### src/rtl/bus_src_arbiter.sv
// Bus source arbiter: IDLE/GRANT/TURN FSM with hold limit, timeout blocking and a registered sel.
// Optional round-robin arbitration is enabled with the macro BUS_SRC_ARBITER_RR_EN (default: fixed priority).
module bus_src_arbiter #(
  parameter int NUM_SRC  = 24,
  parameter int SEL_W    = $clog2(NUM_SRC),
  parameter int MAX_HOLD = 16
) (
  input  logic               clock,
  input  logic               clear_n,
  input  logic [NUM_SRC-1:0] req,
  input  logic               release_bus,
  output logic [SEL_W-1:0]   sel,
  output logic               grant_valid,
  output logic               multi_req,
  output logic               timeout
);

  localparam int HOLD_W = $clog2(MAX_HOLD + 1);

  typedef enum logic [1:0] {
    ST_IDLE  = 2'd0,
    ST_GRANT = 2'd1,
    ST_TURN  = 2'd2
  } state_t;

  state_t               state_r;
  state_t               state_next_s;
  logic [HOLD_W-1:0]    hold_r;
  logic [HOLD_W-1:0]    hold_next_s;
  logic [NUM_SRC-1:0]   block_r;
  logic [NUM_SRC-1:0]   block_next_s;
  logic [NUM_SRC-1:0]   eligible_s;
  logic [SEL_W-1:0]     winner_s;
  logic                 any_s;
  logic                 multi_s;
  logic                 owner_req_s;
  logic [SEL_W-1:0]     sel_next_s;
  logic                 gv_next_s;
  logic                 multi_next_s;
  logic                 timeout_next_s;

  assign eligible_s  = req & ~block_r;
  assign any_s       = |eligible_s;
  assign multi_s     = |(eligible_s & (eligible_s - NUM_SRC'(1'b1)));
  assign owner_req_s = req[sel];

`ifdef BUS_SRC_ARBITER_RR_EN
  logic [SEL_W-1:0]     ptr_r;
  logic [SEL_W-1:0]     ptr_next_s;
  logic [NUM_SRC-1:0]   rot_s;
  logic [SEL_W-1:0]     off_s;
  logic [SEL_W:0]       sum_s;

  // Round-robin search: rotate eligible so ptr sits at bit 0, find the lowest offset, then unrotate.
  always_comb begin
    rot_s = NUM_SRC'({eligible_s, eligible_s} >> ptr_r);
    off_s = {SEL_W{1'b0}};
    for (int i = NUM_SRC - 1; i >= 0; i--) begin
      off_s = rot_s[i] ? SEL_W'(i) : off_s;
    end
    sum_s = {1'b0, ptr_r} + {1'b0, off_s};
    if (sum_s >= (SEL_W + 1)'(NUM_SRC)) begin
      winner_s = SEL_W'(sum_s - (SEL_W + 1)'(NUM_SRC));
    end else begin
      winner_s = sum_s[SEL_W-1:0];
    end
  end
`else
  // Fixed priority: lowest eligible index wins.
  always_comb begin
    winner_s = {SEL_W{1'b0}};
    for (int i = NUM_SRC - 1; i >= 0; i--) begin
      winner_s = eligible_s[i] ? SEL_W'(i) : winner_s;
    end
  end
`endif

  // Next-state and next-output logic for the arbitration FSM.
  always_comb begin
    state_next_s   = state_r;
    sel_next_s     = sel;
    gv_next_s      = grant_valid;
    multi_next_s   = 1'b0;
    timeout_next_s = 1'b0;
    hold_next_s    = hold_r;
    block_next_s   = block_r & req;
`ifdef BUS_SRC_ARBITER_RR_EN
    ptr_next_s     = ptr_r;
`endif
    case (state_r)
      ST_IDLE: begin
        if (any_s) begin
          state_next_s = ST_GRANT;
          sel_next_s   = winner_s;
          gv_next_s    = 1'b1;
          multi_next_s = multi_s;
          hold_next_s  = HOLD_W'(1'b1);
`ifdef BUS_SRC_ARBITER_RR_EN
          ptr_next_s   = (winner_s == SEL_W'(NUM_SRC - 1)) ? {SEL_W{1'b0}} : winner_s + SEL_W'(1'b1);
`endif
        end else begin
          gv_next_s = 1'b0;
        end
      end
      ST_GRANT: begin
        // A voluntary exit takes precedence over the hold limit: no timeout, no block.
        if (release_bus || !owner_req_s) begin
          state_next_s = ST_TURN;
          gv_next_s    = 1'b0;
          hold_next_s  = {HOLD_W{1'b0}};
        end else if (hold_r == HOLD_W'(MAX_HOLD)) begin
          state_next_s      = ST_TURN;
          gv_next_s         = 1'b0;
          timeout_next_s    = 1'b1;
          hold_next_s       = {HOLD_W{1'b0}};
          block_next_s[sel] = 1'b1;
        end else begin
          hold_next_s = hold_r + HOLD_W'(1'b1);
        end
      end
      ST_TURN: begin
        state_next_s = ST_IDLE;
        gv_next_s    = 1'b0;
      end
      default: begin
        state_next_s = ST_IDLE;
        gv_next_s    = 1'b0;
        hold_next_s  = {HOLD_W{1'b0}};
      end
    endcase
  end

  // FSM state register.
  always_ff @(posedge clock or negedge clear_n) begin
    if (!clear_n) begin
      state_r <= ST_IDLE;
    end else begin
      state_r <= state_next_s;
    end
  end

  // Registered outputs, hold counter and block bits.
  always_ff @(posedge clock or negedge clear_n) begin
    if (!clear_n) begin
      sel         <= {SEL_W{1'b0}};
      grant_valid <= 1'b0;
      multi_req   <= 1'b0;
      timeout     <= 1'b0;
      hold_r      <= {HOLD_W{1'b0}};
      block_r     <= {NUM_SRC{1'b0}};
    end else begin
      sel         <= sel_next_s;
      grant_valid <= gv_next_s;
      multi_req   <= multi_next_s;
      timeout     <= timeout_next_s;
      hold_r      <= hold_next_s;
      block_r     <= block_next_s;
    end
  end

`ifdef BUS_SRC_ARBITER_RR_EN
  // Round-robin pointer register.
  always_ff @(posedge clock or negedge clear_n) begin
    if (!clear_n) begin
      ptr_r <= {SEL_W{1'b0}};
    end else begin
      ptr_r <= ptr_next_s;
    end
  end
`endif

endmodule

### config.mk
export PLATFORM = sky130hd
export DESIGN_NAME = bus_src_arbiter
export DESIGN_NICKNAME = d
export VERILOG_FILES = /design/src/rtl/bus_src_arbiter.sv
export SDC_FILE = /design/constraint.sdc
export NUM_CORES = 1
export LEC_CHECK = 0
export CAP_MARGIN = 25
export CORE_AREA = 3 3 96 98
export DETAILED_ROUTE_END_ITERATION = 10
export DIE_AREA = 0 0 99 101
export HOLD_SLACK_MARGIN = 0.1
export PLACE_DENSITY = 0.54
export RECOVER_POWER = 50
export SLEW_MARGIN = 0
export SYNTH_ARGS = -nofsm -noshare
export SYNTH_HDL_FRONTEND = slang
export SYNTH_SLANG_ARGS = --single-unit
export TNS_END_PERCENT = 1
### constraint.sdc
create_clock -name clock -period 3.45 [get_ports clock]
set_clock_uncertainty 0.15 [all_clocks]
set_input_delay 1.035 -clock clock [delete_from_list [all_inputs] [get_ports clock]]
set_output_delay 1.035 -clock clock [all_outputs]
set_load 0.05 [all_outputs]
# ---- Word-level counts from Yosys, hierarchy flattened
# Index checks and enable logic that the tools add are counted.
dict set report totals {
  register_bits 39
  inputBits 27
  out_inout_bits 8
}
dict set report op_classes {
  n_addsub 2
  n_lt_le_gt_ge 2
  eq_ne 5
  mux 48
  n_bitwise 6
  n_reduce_logical 9
}
# op n
set ops {}
lappend ops {{5-bit two-way mux} 27}
lappend ops {{24-bit AND} 3}
lappend ops {{24-bit two-way mux} 3}
lappend ops {{24-bit OR reduction} 2}
lappend ops {{24-bit NOT} 1}
lappend ops {{24-bit OR} 1}
lappend ops {{24-bit by 1-bit subtractor with 24-bit output (second input constant)} 1}
lappend ops {{5-bit case mux with 3 select lines} 1}
lappend ops {{1-bit two-way mux} 10}
lappend ops {{5-bit by 6-bit less-than comparator with 1-bit output (second input constant)} 1}
lappend ops {{2-bit two-way mux} 3}
lappend ops {{2-bit AND reduction} 3}
lappend ops {{5-bit by 1-bit adder with 5-bit output (second input constant)} 1}
lappend ops {{1-bit binary-select mux with 5-bit select} 1}
lappend ops {{1-bit demux with 5-bit select} 1}
lappend ops {{5-bit equality test (second input constant)} 1}
lappend ops {{5-bit by 1-bit >= comparator with 1-bit output (second input constant)} 1}
lappend ops {{2-bit case mux with 2 select lines} 1}
lappend ops {{3-bit inequality test (second input constant)} 1}
lappend ops {{2-bit by 1-bit equality test with 1-bit output (second input constant)} 1}
lappend ops {{2-bit equality test (second input constant)} 1}
lappend ops {{2-bit zero test} 1}
lappend ops {{2-bit inequality test (second input constant)} 1}
lappend ops {{1-bit case mux with 2 select lines} 1}
lappend ops {{other kinds (4)} 4}

# ---- Depth between registers and ports, before layout
# Gate-level depths: netlist of run 1.
dict set report depth {
  word_depth 26
  ltp_mapped 8
}

# ---- Worst setup path before layout of run 1
# Ideal clock, no wire load.
dict set report synth_path {
  kind {input-to-reg}
  startpoint {input port req[8]}
  endpoint {register sel[1]}
  t_arrival_ps 2832
  required_time_ps 3175
  setup_slack_ps 343
  stages 7
  n_path_buf 1
  cell_sequence {nor2b_1 clkbuf_1 or4_4 nor4_4 a21oi_2 nand2_2 mux2_2}
}
dict set report synth_between {
  elab_chain_cells 10
}
# item line
set synth_rtl {}
lappend synth_rtl {{start: declaration} 10} ;# input logic [NUM_SRC-1:0] req,
lappend synth_rtl {{24-bit AND (*)} 42} ;# assign eligible_s = req & ~block_r;
lappend synth_rtl {{5-bit two-way mux (9 in a row)} 73} ;# winner_s = eligible_s[i] ? SEL_W'(i) : winner_s;
lappend synth_rtl {{end signal: assignment} 145} ;# sel <= {SEL_W{1'b0}};
lappend synth_rtl {{end signal: assignment} 152} ;# sel <= sel_next_s;
lappend synth_rtl {{end: declaration} 12} ;# output logic [SEL_W-1:0] sel,
# Mark *: on every way between the ends. The rest lies on a longest branch, timed or not.
# A chain may end at the register's enable or synchronous reset.

# ---- Final worst setup path of run 1
dict set report layout_path {
  startpoint {input port req[9]}
  endpoint {register multi_req}
}
dict set report layout_between {
  elab_chain_cells 6
}
# item line
set layout_rtl {}
lappend layout_rtl {{24-bit AND (*)} 42}
lappend layout_rtl {{24-bit by 1-bit subtractor with 24-bit output} 44} ;# assign multi_s = |(eligible_s & (eligible_s - NUM_SRC'(1'b1)));
lappend layout_rtl {{24-bit AND} 44}
lappend layout_rtl {{24-bit OR reduction} 44}
lappend layout_rtl {{1-bit two-way mux (*)} 92} ;# if (any_s) begin
lappend layout_rtl {{1-bit two-way mux (*)} 90} ;# case (state_r)
lappend layout_rtl {{named net multi_next_s} 39} ;# logic multi_next_s;
lappend layout_rtl {{end signal: assignment} 154} ;# multi_req <= multi_next_s;
lappend layout_rtl {{end: declaration} 14} ;# output logic multi_req,
# Mark *: on every way through the listed nets, which the timed path passes. The rest lies on a longest branch.

==> results of run 1 <==
[worst reg2reg max path, stage by stage, from the launching register on]
cell,delay (ns)
sky130_fd_sc_hd__dfrtp_1,0.78
sky130_fd_sc_hd__mux4_1,0.68
sky130_fd_sc_hd__a32oi_1,0.34
sky130_fd_sc_hd__a311oi_2,0.16
sky130_fd_sc_hd__and4_1,0.28
sky130_fd_sc_hd__nand3_1,0.15
sky130_fd_sc_hd__buf_4,0.18
sky130_fd_sc_hd__o21ai_0,0.09
[state kept, by name, summed over array words and instances, names as in the netlist]
name / count
sel: 5
block_r: 24
hold_r: 5
multi_req: 1
timeout: 1
state_r: 2
grant_valid: 1
[through the flow]
stage | hold slack [ns] | total power [mW] | TNS, ns
floorplan | 0.2937 | 0.9942 | 0
global placement | 0.3071 | 1.275 | -0.04855
detailed placement | 0.3134 | 1.274 | -0.1566
CTS | 0.3327 | 1.743 | 0
global route | 0.3594 | 1.817 | 0
finish | 0.3281 | 1.723 | 0
[synthesized netlist by cell type (2+ instances only)]
cell	n	share of area
sky130_fd_sc_hd__nand2_1	44	0.066
sky130_fd_sc_hd__dfrtp_1	39	0.39
sky130_fd_sc_hd__o21ai_0	28	0.056
sky130_fd_sc_hd__nand2b_1	23	0.058
sky130_fd_sc_hd__nor2_1	15	0.023
sky130_fd_sc_hd__a21oi_1	13	0.026
sky130_fd_sc_hd__nor2b_1	10	0.025
sky130_fd_sc_hd__nand3_1	7	0.014
sky130_fd_sc_hd__inv_1	6	0.0090
sky130_fd_sc_hd__mux4_1	6	0.063
sky130_fd_sc_hd__nand4_1	6	0.015
sky130_fd_sc_hd__o21ai_2	6	0.021
sky130_fd_sc_hd__a22o_1	5	0.018
sky130_fd_sc_hd__and2_1	4	0.010
sky130_fd_sc_hd__clkbuf_1	4	0.0060
sky130_fd_sc_hd__nor3_1	4	0.0080
sky130_fd_sc_hd__o22ai_1	4	0.010
sky130_fd_sc_hd__a31oi_1	3	0.0075
sky130_fd_sc_hd__a32oi_1	3	0.011
sky130_fd_sc_hd__nand3b_1	3	0.0090
sky130_fd_sc_hd__nor3b_1	3	0.0090
sky130_fd_sc_hd__o31ai_1	3	0.0090
sky130_fd_sc_hd__or2_2	3	0.0075
sky130_fd_sc_hd__a211oi_1	2	0.0060
sky130_fd_sc_hd__a22oi_1	2	0.0060
sky130_fd_sc_hd__ha_1	2	0.010
sky130_fd_sc_hd__maj3_1	2	0.0080
sky130_fd_sc_hd__o2111ai_1	2	0.0070
sky130_fd_sc_hd__or3_1	2	0.0050
[cells by family (layout without fill, tap and decap cells)]
| logic type | after synthesis | count (layout) | synth area share |
|---|---|---|---|
| DFF | 39 | 39 | 0.3922 |
| and+or+nand+nor | 134 | 134 | 0.2881 |
| muxes | 7 | 7 | 0.06787 |
| adders and majority gates | 4 | 4 | 0.01810 |
| AOI/OAI and AO/OA | 79 | 79 | 0.2091 |
| buffers and inverters | 13 | 99 | 0.02463 |
[worst max path at each step]
stage,start,to,slack (ns),depth (start not counted)
global placement,req[9],multi_req,-0.04,10
global route,clear_n,state_r[1],0.06,2
floorplan,req[8],sel[1],0.34,7
detailed placement,req[9],multi_req,-0.05,10
CTS,sel[0],sel[0],0.25,1
finish,req[9],multi_req,0.25,10
[cell type report]
type / count / area, um2
clock inverter: 2 / 60.06
sequential: 39 / 975.9
inverter: 6 / 22.52
tap: 108 / 135.1
multi-input combinational: 224 / 1451
fill: 866 / 5095
clock buffer: 6 / 72.57
timing repair buffer: 85 / 738.2
[per-layer routing]
metal  vias to the layer above  GRT usage
met4                         0    0.03782
met3                         8    0.02561
met2                        57     0.2562
met1                      1121     0.2081
met5                         -          0
li1                       1191          -
[power breakdown]
part	switching (mW)	internal, mW
Combinational	0.342	0.282
Sequential	0.127	0.507
Clock	0.176	0.290
Total	0.644	1.08
==> reports/qor.yml, run 1 <==
worst-r2r-cell-count: 7
post_drt_wl_per_cell_um: 15.74
detailroute.wirelength.met2_um: 3494
synth.yosys.seq_area_share: 0.3922
critical_path.reg2reg.startpoint: "sel[0]"
post_synth_inst_count: 276
h-tree-depth: 2
cell_type_group_with_the_largest_total_delay_on_the_critical_path: "simple AND/OR/NAND/NOR gates"
numCtsBuffers: 5
worst_ep_arrival_time_ns: 3.22
cts_tree: "yes"
detail_route.drc_violations: 0
dpl-instance-area_um2: 3321
cpPeakStageDelay_ns: 0.55
worst_path_most_repeated_cell: "sky130_fd_sc_hd__buf_4"
initial_utilization: 0.2910
vias_in_the_first_global_route: 2357
detail_route.vias_per_cell: 5.057
design.die.area_um2: 9999
instances_no_fill: 470
final_cell_area_um2: 3456
cts-hold-fix-buffers: 0
ctsResizeCount: 0
cp_cell_sequence: "clkdlybuf4s50_1 > buf_4 > nor2b_1 > or4_4 > nor4_4 > buf_4 > a22o_1 > nand2_1 > nor4_1 > a31oi_1"
totalWireLength_um: 7397
antenna_found_initial: 0
finalSetupViolations: 0
dp_cells: 461
async_flop_share: 1.000
hold_path_depth: 2
min-delay-path-class: "register to register"
failed_checks: "max-capacitance violations, max-slew violations"
grt_pass1_wl_um: 11990
final_util: 0.4042
worstPathBufferInverterCount: 3
max_clock_freq_ghz: 0.3127
worstPathRequired_ns: 3.47
cts.reportedPaths.clkPinSlew_ns: 0.09
drive_above_1_share: 0.2072
worst_hold_startpoint: "grant_valid"
cts-root-buf: "sky130_fd_sc_hd__clkbuf_8"
final.min_clock_period_ns: 3.198
reg2reg_to: "block_r[7]"
finalHoldViolCount: 0
syn_to_final_growth_pct: 38.86
worst_setup_path_start_kind: "input pin"
num_rows: 34
crit_type: "input pin to register"
cts_num_sinks: 39
grt.overflow.total: 0
cap_viol_max_count: 1
synth_edf_count: 0
final_net_count: 390
total_number_of_yosys_warnings: 0
power.static_leakage_nw: 1.466
setup_slack_on_the_worst_flop_to_flop_path_ns: 0.53
synth.ff_latch_count: 39
route.antenna.remaining_nets: 0
cpMaxStageDelayCell: "sky130_fd_sc_hd__or4_4"
n_antenna_cell: 0
synthesis.area_um2: 2489
worstPathMaxFanout: 6
io-pin-count: 35
finalMaxSlewViolations: 38
final_gp_congestion: 0.9074
setup.worst_path.end_class: "register"
first_iter_violations: 119
postSynthNetCount: 305
post_synth_num_cell_types: 51
grt_use_total: 0.1537
finalWorstSetupSlack_ns: 0.2517
met1Wirelength_um: 3447
grt_max_degree: 40
worst_slew_pin_slew_ns: 2.093
yosys_most_used_dff: "sky130_fd_sc_hd__dfrtp_1"
worst_setup_timing_slack_at_the_placement_stage_ns: -0.05104
die_w_um: 99
wl_met3_um: 358
routed.top_layer: "met4"
cts.path.max_buffers: 2
placement.io_buffers: 34
postCtsSetupRepairBufs: 0
fp.coreArea_um2: 8551
place.detailed.hpwl_um: 5652
most-common-layout-cells: "sky130_fd_sc_hd__buf_4 (48), sky130_fd_sc_hd__nand2_1 (44), sky130_fd_sc_hd__dfrtp_1 (39)"
fin_crit_share: 0.9270
height_of_the_die_um: 101
cell_area_power_density_nw_per_um2: 498.6
layout.cells.most_common: "sky130_fd_sc_hd__buf_4"
timing.max_slew.rel_slack: -0.3951
synthesized_area_per_cell_um2: 9.017
num_vias: 2377
detail_route.first_pass.iterations: 4
grt_setup_unrepaired: "no"
vdd_ir_max_v: 0.0002428
clock_latency_ns: 0.29
terminating_pin_of_the_worst_hold_path: "grant_valid"
status: "finished with violations"
No activity file was read; power rests on OpenSTA's default activity.
==> inputs of run 2 (changes only) <==
--- a/config.mk
+++ b/config.mk
@@ -12,6 +12,7 @@
 export HOLD_SLACK_MARGIN = 0.1
 export PLACE_DENSITY = 0.54
 export RECOVER_POWER = 50
+export SETUP_SLACK_MARGIN = 0.2
 export SLEW_MARGIN = 0
 export SYNTH_ARGS = -nofsm -noshare
 export SYNTH_HDL_FRONTEND = slang
==> reports/qor.yml, run 2 (synthesis gave the netlist of run 1 again) <==
min-delay-path-class: "register to register"
instances_no_fill: 473  # +0.64%
cell_type_group_with_the_largest_total_delay_on_the_critical_path: "buffers and inverters"
detail_route.first_pass.iterations: 5  # +1
fin_crit_share: 0.9272  # about the same
final_util: 0.4096  # +0.005414
grt_pass1_wl_um: 11990  # unchanged
finalSetupViolations: 0  # unchanged
totalWireLength_um: 7505  # +1.5%
h-tree-depth: 2  # unchanged
failed_checks: "max-capacitance violations, max-slew violations"
worst_ep_arrival_time_ns: 3.22  # about the same
num_rows: 34  # unchanged
cap_viol_max_count: 1  # unchanged
power.static_leakage_nw: 1.489  # +1.5%
number_of_flip_flops_under_the_largest_register_name: 24  # unchanged
height_of_the_die_um: 101  # unchanged
num_vias: 2387  # +0.42%
route.antenna.remaining_nets: 0  # unchanged
grt_use_total: 0.1537  # unchanged
cts-hold-fix-buffers: 0  # unchanged
placement.io_buffers: 34  # unchanged
status: "finished with violations"
setup.worst_path.end_class: "register"
worst_setup_path_start_kind: "input pin"
cts.reportedPaths.clkPinSlew_ns: 0.08  # about the same
drive_above_1_share: 0.2192  # +0.01200
detail_route.drc_violations: 0  # unchanged
vias_in_the_first_global_route: 2357  # unchanged
finalMaxSlewViolations: 38  # unchanged
sequentialPowerShare: 0.367  # about the same
dp_cells: 461  # unchanged
worstPathBufferInverterCount: 2  # -1
cp_cell_sequence: "clkdlybuf4s50_1 > mux4_1 > a32oi_1 > a311oi_2 > and4_1 > nand3_1 > buf_4 > o21ai_0"
finalWorstSetupSlack_ns: 0.2511  # -0.0006240 ns
worst-r2r-cell-count: 7  # unchanged
crit_type: "input pin to register"
hold_path_depth: 2  # unchanged
internal_power_mw: 1.083  # +0.38%
timing.hold.ws_ns: 0.3283  # +0.0001580 ns
post_drt_wl_per_cell_um: 15.87  # +0.82%
max_clock_freq_ghz: 0.3126  # about the same
worst_slew_pin_slew_ns: 1.835  # -0.2579 ns
design.die.area_um2: 9999  # unchanged
place.detailed.hpwl_um: 5652  # unchanged
final.min_clock_period_ns: 3.199  # +0.0006240 ns
n_antenna_cell: 0  # unchanged
numCtsBuffers: 5  # unchanged
io-pin-count: 35  # unchanged
final_gp_congestion: 0.9074  # unchanged
grt.overflow.total: 0  # unchanged
most-common-layout-cells: "sky130_fd_sc_hd__buf_4 (50), sky130_fd_sc_hd__nand2_1 (44), sky130_fd_sc_hd__dfrtp_1 (39)"
regMostFlops: "block_r"
fp.coreArea_um2: 8551  # unchanged
setup_slack_on_the_worst_flop_to_flop_path_ns: 0.51  # -0.02 ns
syn_to_final_growth_pct: 40.72
antenna_found_initial: 0  # unchanged
cts_tree: "yes"
crit_cells: 8  # -2
cpPeakStageDelay_ns: 0.53  # -0.02 ns
detail_route.vias_per_cell: 5.047  # -0.22%
p_switching_mw: 0.6497  # +0.83%
cts-root-buf: "sky130_fd_sc_hd__clkbuf_8"
final_net_count: 393  # +0.77%
cts.path.max_buffers: 2  # unchanged
cts_num_sinks: 39  # unchanged
grt_setup_unrepaired: "yes"
worst_setup_timing_slack_at_the_placement_stage_ns: -0.05104  # unchanged
first_iter_violations: 109  # -8.4%
worstPathMaxFanout: 5  # -1
largest_registers: "block_r: 24 flops, hold_r: 5 flops, sel: 5 flops"
clkPwrFrac: 0.270  # about the same
worstPathRequired_ns: 3.48  # about the same
vdd_ir_max_v: 0.0002415  # -0.51%
finalHoldViolCount: 0  # unchanged
cell_area_power_density_nw_per_um2: 494.7  # -0.78%
timing.max_slew.rel_slack: -0.2231  # +0.1720
cpMaxStageDelayCell: "sky130_fd_sc_hd__mux4_1"
layout.cells.most_common: "sky130_fd_sc_hd__buf_4"
initial_utilization: 0.2910  # unchanged
comb_power_share: 0.363  # about the same
grt_max_degree: 40  # unchanged
switching_share: 0.3750  # +0.001045
die_w_um: 99  # unchanged
clock_latency_ns: 0.30  # about the same
-- run 2: tightest hold or removal path: cells and delay by family (launching register included) --
family	cells	cell delay [ns]
AND/OR/NAND/NOR	1	0.07
flip-flops	1	0.34
AO/OA/AOI/OAI	1	0.05
-- run 2: final timing paths --
path	startpoint	endpoint
worst max-delay path	req[8]	block_r[11]
worst min-delay path	block_r[4]	block_r[4]
worst max register to register	sel[0]	block_r[11]
worst min register to register	block_r[4]	block_r[4]
max in group asynchronous	clear_n	block_r[8]
min in group asynchronous	clear_n	grant_valid
-- run 2: cell type report --
class                           count  area [um2]
Fill cell                         860        5049
Multi-Input combinational cell    224        1465
Sequential cell                    39       975.9
Timing Repair Buffer               88       770.7
Tap cell                          108       135.1
Clock buffer                        6       72.57
Clock inverter                      2       60.06
Inverter                            6       22.52
-- run 2: power by group through the flow --
stage	clock, mW	combinational, mW	sequential, mW
after floorplan	0	0.326	0.669
after global placement	0	0.631	0.644
after detailed placement	0	0.630	0.644
after CTS	0.476	0.632	0.634
after global routing	0.498	0.679	0.646
final	0.468	0.629	0.635
-- run 2: through the flow --
| step | area, um2 | setup TNS [ns] | power (mW) |
|---|---|---|---|
| after global routing | 3502 | 0 | 1.824 |
| after detailed placement | 3321 | -0.1566 | 1.274 |
| after CTS | 3453 | 0 | 1.743 |
| after global placement | 3321 | -0.04855 | 1.275 |
| after floorplan | 2489 | 0 | 0.9942 |
| final | 3502 | 0 | 1.732 |
-- run 2: what timing repair did --
action,CTS,global route
gates resized for setup,0,6
endpoints found under the hold margin,0,0
endpoints found under the setup margin,0,10
setup buffers,0,3
-- run 2: layer usage --
metal / up-vias / routed length (um) / global-route usage
met4: 0 / 97 / 0.03782
met2: 55 / 3559 / 0.2562
met1: 1128 / 3494 / 0.2081
met5: - / 0 / 0
li1: 1196 / - / -
met3: 8 / 353 / 0.02561
